## config.mk

```make
export PLATFORM = sky130hd
export DESIGN_NAME = mmsa_input_loader_flat
export DESIGN_NICKNAME = d
export VERILOG_FILES = /design/src/rtl/mmsa_pkg.sv /design/src/rtl/mmsa_input_loader_if.sv /design/src/rtl/mmsa_load_addr_gen.sv /design/src/rtl/mmsa_input_loader.sv /design/src/flat_wrapper.sv
export SDC_FILE = /design/constraint.sdc
export NUM_CORES = 1
export LEC_CHECK = 0
export CAP_MARGIN = 20
export CELL_PAD_IN_SITES_DETAIL_PLACEMENT = 0
export CELL_PAD_IN_SITES_GLOBAL_PLACEMENT = 1
export CORE_ASPECT_RATIO = 0.6
export CORE_UTILIZATION = 30
export CTS_BUF_LIST = sky130_fd_sc_hd__clkbuf_8
export DETAILED_ROUTE_END_ITERATION = 16
export GPL_TIMING_DRIVEN = 0
export PLACE_DENSITY = 0.69
export SLEW_MARGIN = 10
export SYNTH_ARGS = -nofsm -noshare
export SYNTH_HDL_FRONTEND = slang
export SYNTH_HIERARCHICAL = 1
export SYNTH_SLANG_ARGS = --single-unit
```

## constraint.sdc

```tcl
create_clock -name clk -period 4.6 [get_ports clk]
set_input_delay 0.46 -clock clk [delete_from_list [all_inputs] [get_ports clk]]
set_output_delay 0.46 -clock clk [all_outputs]
set_load 0.02 [all_outputs]
```

## src/rtl/mmsa_pkg.sv

```systemverilog
// Shared parameters, enums and helpers for the MMSA input loader.
// Imported by the interface, the address generator and the top.
package mmsa_pkg;

   localparam int DATA_W  = 16;
   localparam int ADDR_W  = 12;
   localparam int NUM_MAT = 16;
   localparam int ROUNDS  = 16;
   localparam int ELEM_W  = 8;
   localparam int MAT_W   = 4;
   localparam int IDX_W   = 4;
   localparam int RND_W   = 4;

   typedef enum logic [1:0] {
      SZ2  = 2'd0,
      SZ4  = 2'd1,
      SZ8  = 2'd2,
      SZ16 = 2'd3
   } size_e;

   typedef enum logic [1:0] {
      IDLE      = 2'd0,
      LOAD      = 2'd1,
      IDX       = 2'd2,
      DONE_WAIT = 2'd3
   } state_e;

   // Index of the final element of one S x S matrix (E-1).
   function automatic logic [ELEM_W-1:0] last_elem(input size_e sz);
      case (sz)
         SZ2:     return 8'd3;
         SZ4:     return 8'd15;
         SZ8:     return 8'd63;
         default: return 8'd255;
      endcase
   endfunction

endpackage

```

## src/rtl/mmsa_input_loader_if.sv

```systemverilog
// Stream, SRAM-write and command signals of the MMSA input loader.
// The loader uses the slave modport; the stream source/consumer side uses master.
interface mmsa_input_loader_if;
   import mmsa_pkg::*;

   logic              in_valid;
   logic              in_valid2;
   logic [DATA_W-1:0] matrix;
   logic [1:0]        matrix_size;
   logic [IDX_W-1:0]  i_mat_idx;
   logic [IDX_W-1:0]  w_mat_idx;
   logic              sram_we;
   logic              sram_sel;
   logic [ADDR_W-1:0] sram_addr;
   logic [DATA_W-1:0] sram_wdata;
   logic [1:0]        size_code;
   logic              load_done;
   logic              cmd_valid;
   logic              cmd_ready;
   logic [IDX_W-1:0]  cmd_i_idx;
   logic [IDX_W-1:0]  cmd_w_idx;
   logic              cmd_last;
   logic              err_proto;

   modport master (
      output in_valid, in_valid2, matrix, matrix_size, i_mat_idx, w_mat_idx, cmd_ready,
      input  sram_we, sram_sel, sram_addr, sram_wdata, size_code, load_done,
             cmd_valid, cmd_i_idx, cmd_w_idx, cmd_last, err_proto
   );

   modport slave (
      input  in_valid, in_valid2, matrix, matrix_size, i_mat_idx, w_mat_idx, cmd_ready,
      output sram_we, sram_sel, sram_addr, sram_wdata, size_code, load_done,
             cmd_valid, cmd_i_idx, cmd_w_idx, cmd_last, err_proto
   );

endinterface

```

## src/rtl/mmsa_load_addr_gen.sv

```systemverilog
// Element/matrix/bank counters for the load phase; forms the SRAM word address.
// All counters wrap back to zero after the final weight element.
module mmsa_load_addr_gen
   import mmsa_pkg::*;
(
   input  logic              clk,
   input  logic              rst_n,
   input  logic              advance_i,
   input  size_e             size_i,
   output logic [ADDR_W-1:0] addr_o,
   output logic              bank_o,
   output logic              last_o
);

   logic [ELEM_W-1:0] elem_q;
   logic [MAT_W-1:0]  mat_q;
   logic              bank_q;
   logic              elem_end;
   logic              mat_end;
   logic [3:0]        shamt;

   assign elem_end = (elem_q == last_elem(size_i));
   assign mat_end  = (mat_q == MAT_W'(NUM_MAT - 1));
   assign last_o   = bank_q && mat_end && elem_end;
   assign bank_o   = bank_q;

   // Matrix number lands directly above the log2(E) element bits.
   assign shamt  = {1'b0, size_i, 1'b0} + 4'd2;
   assign addr_o = (ADDR_W'(mat_q) << shamt) | ADDR_W'(elem_q);

   always_ff @(posedge clk or negedge rst_n) begin
      if (!rst_n) begin
         elem_q <= '0;
         mat_q  <= '0;
         bank_q <= 1'b0;
      end else if (advance_i) begin
         if (elem_end) begin
            elem_q <= '0;
            if (mat_end) begin
               mat_q  <= '0;
               bank_q <= ~bank_q;
            end else begin
               mat_q <= mat_q + 1'b1;
            end
         end else begin
            elem_q <= elem_q + 1'b1;
         end
      end
   end

endmodule

```

## src/rtl/mmsa_input_loader.sv

```systemverilog
// MMSA receive front-end: streams input/weight matrices into SRAM, then
// turns in_valid2 index pairs into valid/ready compute commands.
module mmsa_input_loader
   import mmsa_pkg::*;
(
   input logic                clk,
   input logic                rst_n,
   mmsa_input_loader_if.slave ldr_if
);

   state_e            state_q;
   size_e             size_q;
   logic              we_q;
   logic              sel_q;
   logic [ADDR_W-1:0] addr_q;
   logic [DATA_W-1:0] wdata_q;
   logic              last_wr_q;
   logic              load_done_q;
   logic              cmd_valid_q;
   logic [IDX_W-1:0]  cmd_i_q;
   logic [IDX_W-1:0]  cmd_w_q;
   logic              cmd_last_q;
   logic              err_q;
   logic [RND_W-1:0]  round_q;
   logic [RND_W-1:0]  round_d;

   size_e             gen_size;
   logic [ADDR_W-1:0] gen_addr;
   logic              gen_bank;
   logic              gen_last;
   logic              write_fire;
   logic              handshake;
   logic              capture;
   logic              err_set;

   // In IDLE the size is not latched yet, so the live input steers the generator.
   assign gen_size   = (state_q == IDLE) ? size_e'(ldr_if.matrix_size) : size_q;
   assign write_fire = ldr_if.in_valid && (state_q == IDLE || state_q == LOAD);
   assign handshake  = cmd_valid_q && ldr_if.cmd_ready;
   assign round_d    = round_q + RND_W'(handshake);
   // A pair can enter only when the slot is free or is being emptied, and never past the last round.
   assign capture    = ldr_if.in_valid2 && (state_q == IDX) && !(handshake && cmd_last_q)
                       && (!cmd_valid_q || ldr_if.cmd_ready);
   assign err_set    = (ldr_if.in_valid2 && (state_q == IDLE || state_q == LOAD))
                       || (ldr_if.in_valid && state_q == IDX)
                       || (ldr_if.in_valid2 && state_q == IDX && !capture);

   mmsa_load_addr_gen u_addr_gen (
      .clk       (clk),
      .rst_n     (rst_n),
      .advance_i (write_fire),
      .size_i    (gen_size),
      .addr_o    (gen_addr),
      .bank_o    (gen_bank),
      .last_o    (gen_last)
   );

   always_ff @(posedge clk or negedge rst_n) begin
      if (!rst_n) begin
         state_q     <= IDLE;
         size_q      <= SZ2;
         we_q        <= 1'b0;
         sel_q       <= 1'b0;
         addr_q      <= '0;
         wdata_q     <= '0;
         last_wr_q   <= 1'b0;
         load_done_q <= 1'b0;
         cmd_valid_q <= 1'b0;
         cmd_i_q     <= '0;
         cmd_w_q     <= '0;
         cmd_last_q  <= 1'b0;
         err_q       <= 1'b0;
         round_q     <= '0;
      end else begin
         we_q        <= write_fire;
         last_wr_q   <= write_fire && gen_last;
         load_done_q <= last_wr_q;
         if (write_fire) begin
            sel_q   <= gen_bank;
            addr_q  <= gen_addr;
            wdata_q <= ldr_if.matrix;
         end
         if (err_set) begin
            err_q <= 1'b1;
         end

         case (state_q)
            IDLE: begin
               if (ldr_if.in_valid) begin
                  size_q  <= size_e'(ldr_if.matrix_size);
                  state_q <= LOAD;
               end
            end
            LOAD: begin
               if (write_fire && gen_last) begin
                  state_q <= IDX;
               end
            end
            IDX: begin
               if (capture) begin
                  cmd_valid_q <= 1'b1;
                  cmd_i_q     <= ldr_if.i_mat_idx;
                  cmd_w_q     <= ldr_if.w_mat_idx;
                  cmd_last_q  <= (round_d == RND_W'(ROUNDS - 1));
               end else if (handshake) begin
                  cmd_valid_q <= 1'b0;
                  cmd_last_q  <= 1'b0;
               end
               if (handshake) begin
                  if (cmd_last_q) begin
                     round_q <= '0;
                     state_q <= DONE_WAIT;
                  end else begin
                     round_q <= round_d;
                  end
               end
            end
            DONE_WAIT: begin
               state_q <= IDLE;
            end
            default: begin
               state_q <= IDLE;
            end
         endcase
      end
   end

   assign ldr_if.sram_we    = we_q;
   assign ldr_if.sram_sel   = sel_q;
   assign ldr_if.sram_addr  = addr_q;
   assign ldr_if.sram_wdata = wdata_q;
   assign ldr_if.size_code  = size_q;
   assign ldr_if.load_done  = load_done_q;
   assign ldr_if.cmd_valid  = cmd_valid_q;
   assign ldr_if.cmd_i_idx  = cmd_i_q;
   assign ldr_if.cmd_w_idx  = cmd_w_q;
   assign ldr_if.cmd_last   = cmd_last_q;
   assign ldr_if.err_proto  = err_q;

endmodule

```

## src/flat_wrapper.sv

```systemverilog
// flat-port wrapper written by rule: the top's interface ports become plain ports
module mmsa_input_loader_flat import mmsa_pkg::*;
  (clk, rst_n, ldr_if_in_valid, ldr_if_in_valid2, ldr_if_matrix, ldr_if_matrix_size, ldr_if_i_mat_idx, ldr_if_w_mat_idx, ldr_if_cmd_ready, ldr_if_sram_we, ldr_if_sram_sel, ldr_if_sram_addr, ldr_if_sram_wdata, ldr_if_size_code, ldr_if_load_done, ldr_if_cmd_valid, ldr_if_cmd_i_idx, ldr_if_cmd_w_idx, ldr_if_cmd_last, ldr_if_err_proto);
  mmsa_input_loader_if ldr_if_i ();
  input logic clk;
  input logic rst_n;
  input wire logic [$bits(ldr_if_i.in_valid)-1:0] ldr_if_in_valid;
  input wire logic [$bits(ldr_if_i.in_valid2)-1:0] ldr_if_in_valid2;
  input wire logic [$bits(ldr_if_i.matrix)-1:0] ldr_if_matrix;
  input wire logic [$bits(ldr_if_i.matrix_size)-1:0] ldr_if_matrix_size;
  input wire logic [$bits(ldr_if_i.i_mat_idx)-1:0] ldr_if_i_mat_idx;
  input wire logic [$bits(ldr_if_i.w_mat_idx)-1:0] ldr_if_w_mat_idx;
  input wire logic [$bits(ldr_if_i.cmd_ready)-1:0] ldr_if_cmd_ready;
  output wire logic [$bits(ldr_if_i.sram_we)-1:0] ldr_if_sram_we;
  output wire logic [$bits(ldr_if_i.sram_sel)-1:0] ldr_if_sram_sel;
  output wire logic [$bits(ldr_if_i.sram_addr)-1:0] ldr_if_sram_addr;
  output wire logic [$bits(ldr_if_i.sram_wdata)-1:0] ldr_if_sram_wdata;
  output wire logic [$bits(ldr_if_i.size_code)-1:0] ldr_if_size_code;
  output wire logic [$bits(ldr_if_i.load_done)-1:0] ldr_if_load_done;
  output wire logic [$bits(ldr_if_i.cmd_valid)-1:0] ldr_if_cmd_valid;
  output wire logic [$bits(ldr_if_i.cmd_i_idx)-1:0] ldr_if_cmd_i_idx;
  output wire logic [$bits(ldr_if_i.cmd_w_idx)-1:0] ldr_if_cmd_w_idx;
  output wire logic [$bits(ldr_if_i.cmd_last)-1:0] ldr_if_cmd_last;
  output wire logic [$bits(ldr_if_i.err_proto)-1:0] ldr_if_err_proto;
  assign ldr_if_i.in_valid = ldr_if_in_valid;
  assign ldr_if_i.in_valid2 = ldr_if_in_valid2;
  assign ldr_if_i.matrix = ldr_if_matrix;
  assign ldr_if_i.matrix_size = ldr_if_matrix_size;
  assign ldr_if_i.i_mat_idx = ldr_if_i_mat_idx;
  assign ldr_if_i.w_mat_idx = ldr_if_w_mat_idx;
  assign ldr_if_i.cmd_ready = ldr_if_cmd_ready;
  assign ldr_if_sram_we = ldr_if_i.sram_we;
  assign ldr_if_sram_sel = ldr_if_i.sram_sel;
  assign ldr_if_sram_addr = ldr_if_i.sram_addr;
  assign ldr_if_sram_wdata = ldr_if_i.sram_wdata;
  assign ldr_if_size_code = ldr_if_i.size_code;
  assign ldr_if_load_done = ldr_if_i.load_done;
  assign ldr_if_cmd_valid = ldr_if_i.cmd_valid;
  assign ldr_if_cmd_i_idx = ldr_if_i.cmd_i_idx;
  assign ldr_if_cmd_w_idx = ldr_if_i.cmd_w_idx;
  assign ldr_if_cmd_last = ldr_if_i.cmd_last;
  assign ldr_if_err_proto = ldr_if_i.err_proto;
  mmsa_input_loader u_core (.clk(clk), .rst_n(rst_n), .ldr_if(ldr_if_i));
endmodule
```

==> reports/metrics.cfg <==
[die]
initial_core_util_pct=31.0
dieArea_um2=10600
die_y_um=80.2
rows=28
core_area_um2=9880
die_w_um=132
pin_count=75

[finish]
antenna_cells=0
finish.utilization_pct=42.5
layout-drive-gt1-share_pct=23.8
num-fill-cells=976
syn_to_final_growth_pct=37.4
finalNetCount=377

[clock_network]
holdBufCountCts=0
clkSlewWorstSetupHoldPaths_ns=0.07
cts_resized=0
cts.sinks=64
clock_latency_ns=0.35
cts_buffer_depth=2
numCtsBuffers=9
postCtsSetupRepairBufs=0
h-tree-depth=3
cts_root_buf=clkbuf_8
cts_tree=yes

[yosys]
syn_nets=291
synthTopCellsByArea=dfrtp_1 (52%), mux2_2 (17%), ha_1 (4.1%)
yosysSeqAreaShare_pct=52.4
synth-async-reset-ratio_pct=100
yosys.area.top_type=dfrtp_1
avgSynthCellArea_um2=12.2
synth_cell_type_count=49
synth-seq-cells=64
yosys_warnings=6
synth.most_common_cell=dfrtp_1
synth_edf_count=0
syn_area_um2=3060
yosysTopAreaCellShare_pct=52.4
ys.flop_type=dfrtp_1
synth_cells=250
synth_common_cells=dfrtp_1 (64), mux2_2 (45), nand2_1 (19)

[detailed_routing]
vias=2193
wl_per_cell_um=14.7
vias_per_cell=4.62
wl_um=6990
drt_pass1_iterations=4
drc=0
drtIter0Drc=83
ant_nets=0

[placement]
hpwl_um=5160
numPortBuffers=74
gp_congestion=0.731
dp_slack_ns=0.940

[timing]
fin_tns_setup_ns=0
max_clock_freq_mhz=276
grt_setup_unrepaired=false
max_slew_margin_pct=67.3
min_period_ns=3.62
drv_slew=0
hold_viol=0
finalClockSkew_ns=0.00747
worst_slack_ns=0.976
min_period_over_period_pct=78.8
worstMarginPinSlew_ns=0.489
setup_violations=0

[critical_path]
start_kind=register
arrival_ns=3.86
worstPathRequired_ns=4.84
end_kind=register
crit_fanout=7
regToRegSetupSlack_ns=0.98
worst-setup-path-type=register to register

[power]
ir_drop_mv=0.373
static-leakage-power_nw=1.80
finalPower_mw=2.81
powerDensity_nw_per_um2=669

[global_routing]
grt_pass1_wl_um=11900
grt_use_total_pct=14.8
grt_pass1_vias=2313
grt_max_degree=45
grt_overflow=0
antenna_found_initial=0

[outcome]
outcome=completed

[worst_hold_path]
hold_path_class=primary input to asynchronous set/reset pin

[job]
cap_violations=0

[cells by family (layout without fill, tap and decap cells)]
family / after synthesis / after routing / synth area share (%)
AOI/OAI and AO/OA: 46 / 46 / 11.6
xor gates and xnor gates: 7 / 7 / 2.00
adders and majority gates: 10 / 10 / 4.09
buffers and inverters: 20 / 110 / 2.82
DFF: 64 / 64 / 52.4
muxes: 48 / 48 / 17.6
and+or+nand+nor: 55 / 55 / 9.57
[worst max-delay path: stages, from the launching register on]
cell      delay (ns)
dfrtp_1         0.41
inv_1           0.09
ha_1            0.33
mux2_2          0.40
clkbuf_1        0.18
inv_1           0.15
ha_1            0.23
nor3b_1         0.24
o21ba_2         0.22
a21oi_1         0.30
nand2_1         0.09
nor2_1          0.15
a21boi_1        0.11
a221oi_2        0.24
mux2_2          0.37
[metrics by stage]
step	cell area (µm²)	instances	hold WS, ns
finish	4200	475	0.00510
global route	4200	475	0.00998
CTS	4200	475	0.000925
detailed placement	3990	460	0.348
global placement	3970	459	0.337
floorplan	3060	250	0.164
[power breakdown]
group | switching, mW | internal, mW | total [mW] | leakage (nW)
clock network | 0.220 | 0.300 | 0.519 | 0.101
registers | 0.134 | 0.776 | 0.910 | 0.785
logic | 0.701 | 0.682 | 1.38 | 0.914
total | 1.05 | 1.76 | 2.81 | 1.80
[final timing paths]
check | startpoint | endpoint | depth (start not counted)
max | u_core/state_q[0]$_DFFE_PN0P_ | u_core/state_q[1]$_DFFE_PN0P_ | 14
min in group clk | u_core/last_wr_q$_DFF_PN0_ | u_core/ldr_if.load_done$_DFF_PN0_ | 0
max in group asynchronous | rst_n | u_core/ldr_if.sram_addr[10]$_DFFE_PN0P_ | 2
min | rst_n | u_core/round_q[3]$_DFFE_PN0P_ | 1
min reg2reg | u_core/last_wr_q$_DFF_PN0_ | u_core/ldr_if.load_done$_DFF_PN0_ | 0
max reg2reg | u_core/state_q[0]$_DFFE_PN0P_ | u_core/state_q[1]$_DFFE_PN0P_ | 14
[area by class of cell]
class	instances	area, µm²	share of cell area (%)
Buffer	9	45.0	1.07
Clock buffer	9	124	2.95
Clock inverter	6	85.1	2.03
Inverter	11	41.3	0.983
Multi-Input combinational cell	166	1370	32.6
Sequential cell	64	1600	38.1
Tap cell	135	169	4.02
Timing Repair Buffer	75	766	18.2
[routing by layer]
metal / GRT usage, % / wire (µm) / vias up
met5: 0 / 0 / -
met4: 4.48 / 52 / 0
met3: 7.01 / 587 / 8
met2: 19.9 / 2660 / 64
met1: 20.4 / 3690 / 1047
li1: - / - / 1074
[cell usage in the layout (no fill, tap or decap), drive strengths merged, types with 5 or more instances in the layout]
cell type / synthesis / final
a21oi: 6 / 6
buf: 7 / 9
clkbuf: 2 / 11
clkdlybuf4s50: 0 / 73
dfrtp: 64 / 64
ha: 10 / 10
inv: 11 / 11
mux2: 45 / 45
nand2: 19 / 19
nand2b: 5 / 5
nand3: 5 / 5
nor2: 9 / 9
o21ai: 7 / 7
o31ai: 6 / 6
[state kept, by name, summed over array words and instances, names as in the netlist, 2 cells and up]
register,count
u_core/ldr_if.sram_addr,12
u_core/round_q,4
u_core/ldr_if.sram_wdata,16
u_core/u_addr_gen/elem_q,8
u_core/u_addr_gen/mat_q,4
u_core/ldr_if.size_code,2
u_core/ldr_if.cmd_w_idx,4
u_core/ldr_if.cmd_i_idx,4
u_core/state_q,2
Note: power is estimated with default switching activity, not from simulation.
